===== src/rtl/dmem_pkg.sv =====
// Shared types and helpers for the data-memory responder.
package dmem_pkg;

  typedef enum logic [1:0] {IDLE, WAIT, RESP} dmem_state_t;

  localparam int unsigned WORD_BYTES = 4;
  localparam int unsigned DATA_W     = 32;

  typedef struct packed {
    logic              wr;
    logic [DATA_W-1:0] adr;
    logic [DATA_W-1:0] wdata;
    logic [WORD_BYTES-1:0] be;
  } dmem_req_t;

  // Misaligned, below base (borrow of the subtraction) or past the last word.
  function automatic logic dmem_fault(input logic [31:0] addr, input logic [31:0] base,
                                      input logic [31:0] depth);
    logic [32:0] diff;
    diff = {1'b0, addr} - {1'b0, base};
    return (addr[1:0] != 2'b00) || diff[32] || ((diff[31:0] >> 2) >= depth);
  endfunction

endpackage


===== src/rtl/dmem_array.sv =====
// Single-port word RAM with byte-lane writes and a registered read; no reset.
module dmem_array
  import dmem_pkg::*;
#(
  parameter int unsigned DEPTH_WORDS = 64,
  localparam int unsigned AW = $clog2(DEPTH_WORDS)
) (
  input  logic                  clk,
  input  logic                  en,
  input  logic                  wr,
  input  logic [WORD_BYTES-1:0] be,
  input  logic [AW-1:0]         addr,
  input  logic [DATA_W-1:0]     wdata,
  output logic [DATA_W-1:0]     rdata
);

  logic [WORD_BYTES-1:0][7:0] mem [DEPTH_WORDS];

  always_ff @(posedge clk) begin
    if (en) begin
      if (wr) begin
        for (int unsigned b = 0; b < WORD_BYTES; b++) begin
          if (be[2'(b)]) mem[addr][2'(b)] <= wdata[8*b +: 8];
        end
      end else begin
        rdata <= mem[addr];
      end
    end
  end

endmodule


===== src/rtl/dmem_responder.sv =====
// Wait-state memory responder: latches a request, waits, then commits/reads and pulses ready.
module dmem_responder
  import dmem_pkg::*;
#(
  parameter int unsigned DEPTH_WORDS = 64,
  parameter int unsigned WAIT_CYCLES = 2,
  parameter logic [31:0] BASE_ADDR   = 32'h0
) (
  input  logic                  clk,
  input  logic                  reset,
  input  logic                  req,
  input  logic                  MemWrite,
  input  logic [DATA_W-1:0]     DataAdr,
  input  logic [DATA_W-1:0]     WriteData,
  input  logic [WORD_BYTES-1:0] ByteEn,
  output logic [DATA_W-1:0]     ReadData,
  output logic                  ready,
  output logic                  err,
  output logic                  busy
);

  localparam int unsigned AW = $clog2(DEPTH_WORDS);
  localparam int unsigned CW = 4;

  dmem_state_t   state, state_d;
  logic [CW-1:0] cnt, cnt_d;
  logic          accept, resp_go;

  dmem_req_t     in_txn, txn_q, cur;
  logic          in_fault, fault_q, cur_fault;
  logic [31:0]   cur_off;
  logic [AW-1:0] cur_idx;
  logic          rd_valid;
  logic          ram_en;
  logic [DATA_W-1:0] ram_rdata;

  assign in_txn   = '{wr: MemWrite, adr: DataAdr, wdata: WriteData, be: ByteEn};
  assign in_fault = dmem_fault(DataAdr, BASE_ADDR, 32'(DEPTH_WORDS));

  // With zero wait states the RESP edge is the acceptance edge, so use live inputs in IDLE.
  assign cur       = (state == IDLE) ? in_txn : txn_q;
  assign cur_fault = (state == IDLE) ? in_fault : fault_q;
  assign cur_off   = cur.adr - BASE_ADDR;
  assign cur_idx   = cur_off[AW+1:2];

  always_ff @(posedge clk) begin
    if (!reset) begin
      state <= IDLE;
      cnt   <= '0;
    end else begin
      state <= state_d;
      cnt   <= cnt_d;
    end
  end

  always_comb begin
    state_d = state;
    cnt_d   = cnt;
    accept  = 1'b0;
    resp_go = 1'b0;
    unique case (state)
      IDLE: begin
        if (req) begin
          accept = 1'b1;
          cnt_d  = CW'(WAIT_CYCLES);
          if (WAIT_CYCLES == 0) begin
            state_d = RESP;
            resp_go = 1'b1;
          end else begin
            state_d = WAIT;
          end
        end
      end
      WAIT: begin
        cnt_d = cnt - CW'(1);
        if (cnt == CW'(1)) begin
          state_d = RESP;
          resp_go = 1'b1;
        end
      end
      RESP:    state_d = IDLE;
      default: state_d = IDLE;
    endcase
  end

  always_ff @(posedge clk) begin
    if (!reset) begin
      ready    <= 1'b0;
      err      <= 1'b0;
      busy     <= 1'b0;
      rd_valid <= 1'b0;
      txn_q    <= '0;
      fault_q  <= 1'b0;
    end else begin
      ready <= resp_go;
      err   <= resp_go && cur_fault;
      busy  <= (state_d != IDLE);
      if (accept) begin
        txn_q   <= in_txn;
        fault_q <= in_fault;
      end
      // Loads and faults replace the visible read data; stores leave it held.
      if (resp_go && (cur_fault || !cur.wr)) rd_valid <= !cur_fault;
    end
  end

  assign ram_en   = reset && resp_go && !cur_fault;
  assign ReadData = rd_valid ? ram_rdata : '0;

  dmem_array #(.DEPTH_WORDS(DEPTH_WORDS)) u_array (
    .clk   (clk),
    .en    (ram_en),
    .wr    (cur.wr),
    .be    (cur.be),
    .addr  (cur_idx),
    .wdata (cur.wdata),
    .rdata (ram_rdata)
  );

endmodule

===== config.mk =====
export PLATFORM = sky130hd
export DESIGN_NAME = dmem_responder
export DESIGN_NICKNAME = d
export VERILOG_FILES = /design/src/rtl/dmem_pkg.sv /design/src/rtl/dmem_array.sv /design/src/rtl/dmem_responder.sv
export SDC_FILE = /design/constraint.sdc
export NUM_CORES = 2
export LEC_CHECK = 0
export BUFFER_PORTS_ARGS = -buffer_cell sky130_fd_sc_hd__clkbuf_2
export CAP_MARGIN = 20
export CORE_ASPECT_RATIO = 0.5
export CORE_MARGIN = 2
export CORE_UTILIZATION = 60
export CTS_CLUSTER_DIAMETER = 200
export DETAILED_ROUTE_END_ITERATION = 6
export PLACE_DENSITY = 0.77
export REMOVE_ABC_BUFFERS = 1
export SYNTH_ARGS = -nofsm -noshare
export SYNTH_HDL_FRONTEND = slang
export SYNTH_HIERARCHICAL = 1
export SYNTH_SLANG_ARGS = --single-unit

===== constraint.sdc =====
create_clock -name clk -period 4.04 [get_ports clk]
set_clock_uncertainty 0.05 [all_clocks]
set_input_delay 0.808 -clock clk [delete_from_list [all_inputs] [get_ports clk]]
set_output_delay 0.808 -clock clk [all_outputs]
set_load 0.05 [all_outputs]

* Word-level counts from Yosys, hierarchy flattened *
Memory sizes are Yosys's and may differ from the RTL's. A register that Yosys moved wholly into a read port is not among the register bits.
Index checks and enable logic that the tools add are counted.

storage, ports and cells
  register bits after elaboration = 80
  memory bits (writable) = 2048
  bits of input ports = 72
  output and inout port bits = 35
  word-level logic and storage cells = 60
  memories = 1

memory list
  name         words  bits a word  read ports  clocked after Yosys merged registers in  write ports  RTL line          source
  u_array.mem  64     32           1           1                                        1            dmem_array.sv:17  logic [WORD_BYTES-1:0][7:0] mem [DEPTH_WORDS];

operators by class
  $add $sub $neg = 1
  $lt $le $gt $ge = 1
  equal/unequal tests = 3
  muxes and demuxes = 28
  bitwise logic cells = 1
  reduce and logical (&&, ||, !) cells = 14

operators with widths
  operator                                               count
  2-to-1 mux 69 bit                                      1
  2-to-1 mux 32 bit                                      1
  >= comparator 30 x 7 -> 1 bit (second input constant)  1
  2-to-1 mux 1 bit                                       21
  one-hot mux 4 bit (2 select lines)                     1
  nonzero test 2 bit                                     3
  equality test 4 x 1 -> 1 bit (second input constant)   1
  logical AND 1 bit                                      4
  2-to-1 mux 2 bit                                       2
  2-to-1 mux 4 bit                                       1
  one-hot mux 2 bit (2 select lines)                     1
  AND reduction 2 bit                                    2
  subtractor 4 x 1 -> 4 bit (second input constant)      1
  equality test 2 x 1 -> 1 bit (second input constant)   1
  zero test 1 bit                                        2
  zero test 2 bit                                        1
  logical OR 1 bit                                       2
  inequality test 2 bit (second input constant)          1
  inverter 1 bit                                         1

* Depth between registers and ports, before layout *
  word-level depth = 7
  depth in mapped cells = 16
  depth with buffers taken out = 8

* Modules after synthesis *
The synthesis kept the hierarchy.

modules (own cells, without submodules)
  module          instances  cells each  area each (µm²)  seq. area each (µm²)
  dmem_array      1          4670        79657.6          62459.9
  dmem_responder  1          329         2905.3           1081.0

* Least setup slack after synthesis *
No wires, ideal clock.

  path kind = input port to flip-flop
  start point = input DataAdr[1]
  end point = register u_array.rdata[0] (read register of u_array.mem) (enable)
  library setup time = 0.425 ns
  arrival = 3.128 ns
  data required time = 3.565 ns
  path slack = 0.437 ns
  stages on the path = 6
  buffers on the path = 1
  path through = nor4_1 nand4_1 o22ai_1 and2_1 clkbuf_1 nor2b_1

between the ends
  longest elaborated chain between the ends = 6

RTL lines
  element                        RTL line               source
  start, declared                dmem_responder.sv:13   input logic [DATA_W-1:0] DataAdr,
  nonzero test 2 bit             dmem_pkg.sv:21         return (addr[1:0] != 2'b00) || diff[32] || ((diff[31:0] >> 2) >= depth);
  logical OR 1 bit               dmem_pkg.sv:21
  2-to-1 mux 1 bit               dmem_responder.sv:42   assign cur_fault = (state == IDLE) ? in_fault : fault_q;
  zero test 1 bit                dmem_responder.sv:107  assign ram_en = reset && resp_go && !cur_fault;
  logical AND 1 bit              dmem_responder.sv:107
  net ram_en                     dmem_responder.sv:34   logic ram_en;
  AND reduction 2 bit (no line)  n/a
  end, declared                  dmem_array.sv:14       output logic [DATA_W-1:0] rdata

The timed path passes the listed nets, and every way through them passes these cells.
A chain may end at the register's enable or synchronous reset.

==> reports/results.txt <==
Status = complete, but fails checks
Failing checks = design-rule violations, negative setup slack
CTS tree = done
Primary FF master, synth = edfxtp_1
Hold_ws = 0.171 ns
Pins Over Slew Limit = 0
Cell Int Power = 35.5 mW
Drt drc = 5
Core footprint = 137000 µm²
Area Growth Syn to Fin = 14.3%
CTS Sinks = 2134
Yosys reg bits = 2134
Yosys warnings = 6
Initial antenna violation count = 17
First-pass GRT wire length = 361 mm
Via density = 7.16
Largest net degree at the start of global routing = 82
Switching power share of the total = 0.243
Placed cell areas = 88600 µm²
Latest clock arrival within the worst-skew pair = 0.82 ns
Worst R2R Path Depth = 10
Clock root cell = clkbuf_16
Post-synth EDFFs = 2080
Comb pwr share = 0.109
Worst flop-to-flop path startpoint = state[0]
Netlist cell types = 64
Fin. Hold Viols = 0
Maxcap violations = 0
Number of I/O port buffers = 106
Die area = 141000 µm²
Syn Area/Cell = 16.5 µm²
Worst slew margin = 0.149
Hold Path Sink = txn_q[2]
I/O pin cnt = 107
Final #Nets = 5534
HP Class = in -> reg
Period utilization = 1.02
CP Class = reg -> reg
Data required time at the worst endpoint = 4.51 ns
Hold path depth = 3
Number of CTS-inserted buffers = 177
H-tree Lvls = 4
Clock slew at reported path FFs = 0.07 ns
Worst-path fanout max = 47
Drt total wl = 256 mm
Clk network pwr share = 0.364
Synth top area cells = edfxtp_1 (76%), a221oi_1 (3.1%), a22oi_1 (2.9%), mux2i_1 (2.8%), nor2_1 (1.7%)
Avg WL per Cell = 34.5 µm
Gr usage total = 0.362
Power density cells = 498 nW/µm²
Critical Path Start Type = flop
Hpwl dp = 162 mm
# setup viols final = 41
Vias = 53200
Share of cells above drive strength 1 = 0.196
FFs w/ async S/R, synth = 0
Hold_buf cts = 0
Syn Inst Count = 4999
Maximum root-to-sink buffer count = 3
Slew @ Worst Pin = 1.27 ns
RSZ-0062 raised after global routing = false
Fillers = 8391
Router iterations before antenna repair = 7
Critical path endpoint category = flop
Switching power = 11.4 mW
Arr. time, crit path = 4.60 ns
Vias in the first global route = 50900
Fin area = 94300 µm²
Initial DRC Count = 9181
Sequential cell fraction of total power = 0.527
Min-delay src = ByteEn[2]
Reg2Reg Setup Slack = -0.09 ns
Reg2reg end = u_array/mem[43][25]
Worst vdd ir = 0.460 mV
Post-route ant nets = 0
Cell Rows = 96
GR Overflow Total = 0
RD Place Congestion = 0.991
Dpl ws = 0.0405 ns
Initial core utilization = 0.603
Final min period = 4.13 ns
Fin Setup TNS = -1.44 ns
Die H = 266 µm
CP startpoint = state[0]
Synthesized area = 82600 µm²
Synth top area share = 0.757
Tot Pwr = 46.9 mW
Sequential area share after synthesis = 0.770
Yosys top cell by area = edfxtp_1
Leak = 30.7 nW
Fmax = 0.242 GHz
Fin worst setup slack = -0.0906 ns
Die W = 529 µm
-- stage by stage --
| stage | std cells | util |
|---|---|---|
| 6_report | 7434 | 0.690 |
| 5_1_grt | 7419 | 0.689 |
| 4_1_cts | 7414 | 0.689 |
| 3_5_place_dp | 7091 | 0.648 |
| 3_3_place_gp | 7091 | 0.648 |
| 2_1_floorplan | 4606 | - |
-- power groups by stage --
stage / Sequential (mW) / Clock (mW) / Combinational (mW)
floorplan: 25.2 / 0 / 2.64
global placement: 25.2 / 0 / 4.76
detailed placement: 25.2 / 0 / 4.89
CTS: 24.7 / 17.1 / 4.92
global route: 24.7 / 18.0 / 5.26
finish: 24.7 / 17.1 / 5.13
-- critical path, cell delays in order (launching register included) --
cell	delay, ns
dfxtp_1	0.50
nor2_4	0.06
buf_12	0.15
mux2_8	0.40
buf_12	0.29
nand2_1	0.25
nor2_4	0.62
buf_12	0.32
nand2_1	0.53
nor2_1	0.32
buf_4	0.25
-- cell usage after synthesis, types with 4 or more instances --
master / instances
o22ai_1: 161
a21oi_1: 135
edfxtp_1: 2080
o221ai_1: 10
and2_1: 36
and3_1: 6
buf_1: 47
a311oi_1: 29
a22oi_1: 323
a31oi_1: 22
a2111oi_0: 5
o211ai_1: 18
buf_6: 17
nor2_1: 377
dfxtp_1: 54
o32ai_1: 33
mux2i_1: 229
nand3_1: 16
nor3_1: 44
a222oi_1: 16
or4_1: 26
nor2b_1: 7
or3_1: 25
buf_4: 23
buf_2: 124
a211oi_1: 37
a221oi_1: 296
nand2b_1: 6
nand2_1: 209
o21ai_0: 111
mux4_2: 4
inv_1: 8
a22o_1: 40
nor4_1: 12
mux2_4: 38
nand4_1: 16
a221o_1: 54
mux2_2: 91
clkbuf_1: 181
-- layer usage --
metal | vias to the layer above | GRT usage | share of wire
met5 | - | 0.0410 | 0.0035
met4 | 23 | 0.169 | 0.050
met3 | 777 | 0.126 | 0.16
met2 | 4574 | 0.535 | 0.44
met1 | 26500 | 0.481 | 0.34
li1 | 21300 | - | -
-- cells by family (layout without fill, tap and decap cells) --
kind of cell,Yosys count,in the layout,synth area share
compound gates,1303,1303,0.117
fa+ha+maj,2,2,0.000303
buf+inv,404,1009,0.0229
flops,2134,2134,0.770
mux,362,362,0.0482
other cells,0,17,0
simple gates,794,794,0.0422
-- state kept, by name (all words and copies together), names as in the netlist --
signal         flops
err                1
state              2
rd_valid           1
busy               1
u_array/mem     2048
ready              1
fault_q            1
cnt                4
u_array/rdata     32
txn_q             43
-- cell type report --
class	count	area (µm²)	area share
sequential	2134	63500	0.674
multi-input combinational	2461	17300	0.184
timing repair buffer	675	5450	0.0578
clock buffer	229	4760	0.0504
tap	1813	2270	0.0240
clock inverter	94	896	0.00950
inverter	11	48.8	0.000517
antenna	17	42.5	0.000451
-- cells in the final DEF (no fill, tap or decap), drive strengths merged, types with 67 or more instances in the layout --
cell type and instances:
edfxtp 2080, clkinv 67, nand2 211, clkbuf 335, buf 569, a221oi 296
a21oi 135, o21ai 111, mux2i 229, o22ai 161, nor2 378, mux2 129
a22oi 323
-- worst max path at each step --
stage                                     end  slack [ns]
after global placement      u_array/rdata[22]        0.06
after CTS                   u_array/rdata[22]        0.01
after floorplan             u_array/rdata[10]       -8.44
after detailed placement    u_array/rdata[22]        0.04
final                     u_array/mem[43][25]       -0.09
after global routing       u_array/mem[59][3]        0.06
-- timing repair --
action | in CTS | in global routing
resized for setup | 0 | 3
setup buffers | 0 | 3
hold endpoints to repair | 0 | 0
setup endpoints to repair | 0 | 112
(Power assumes the default switching activity.)
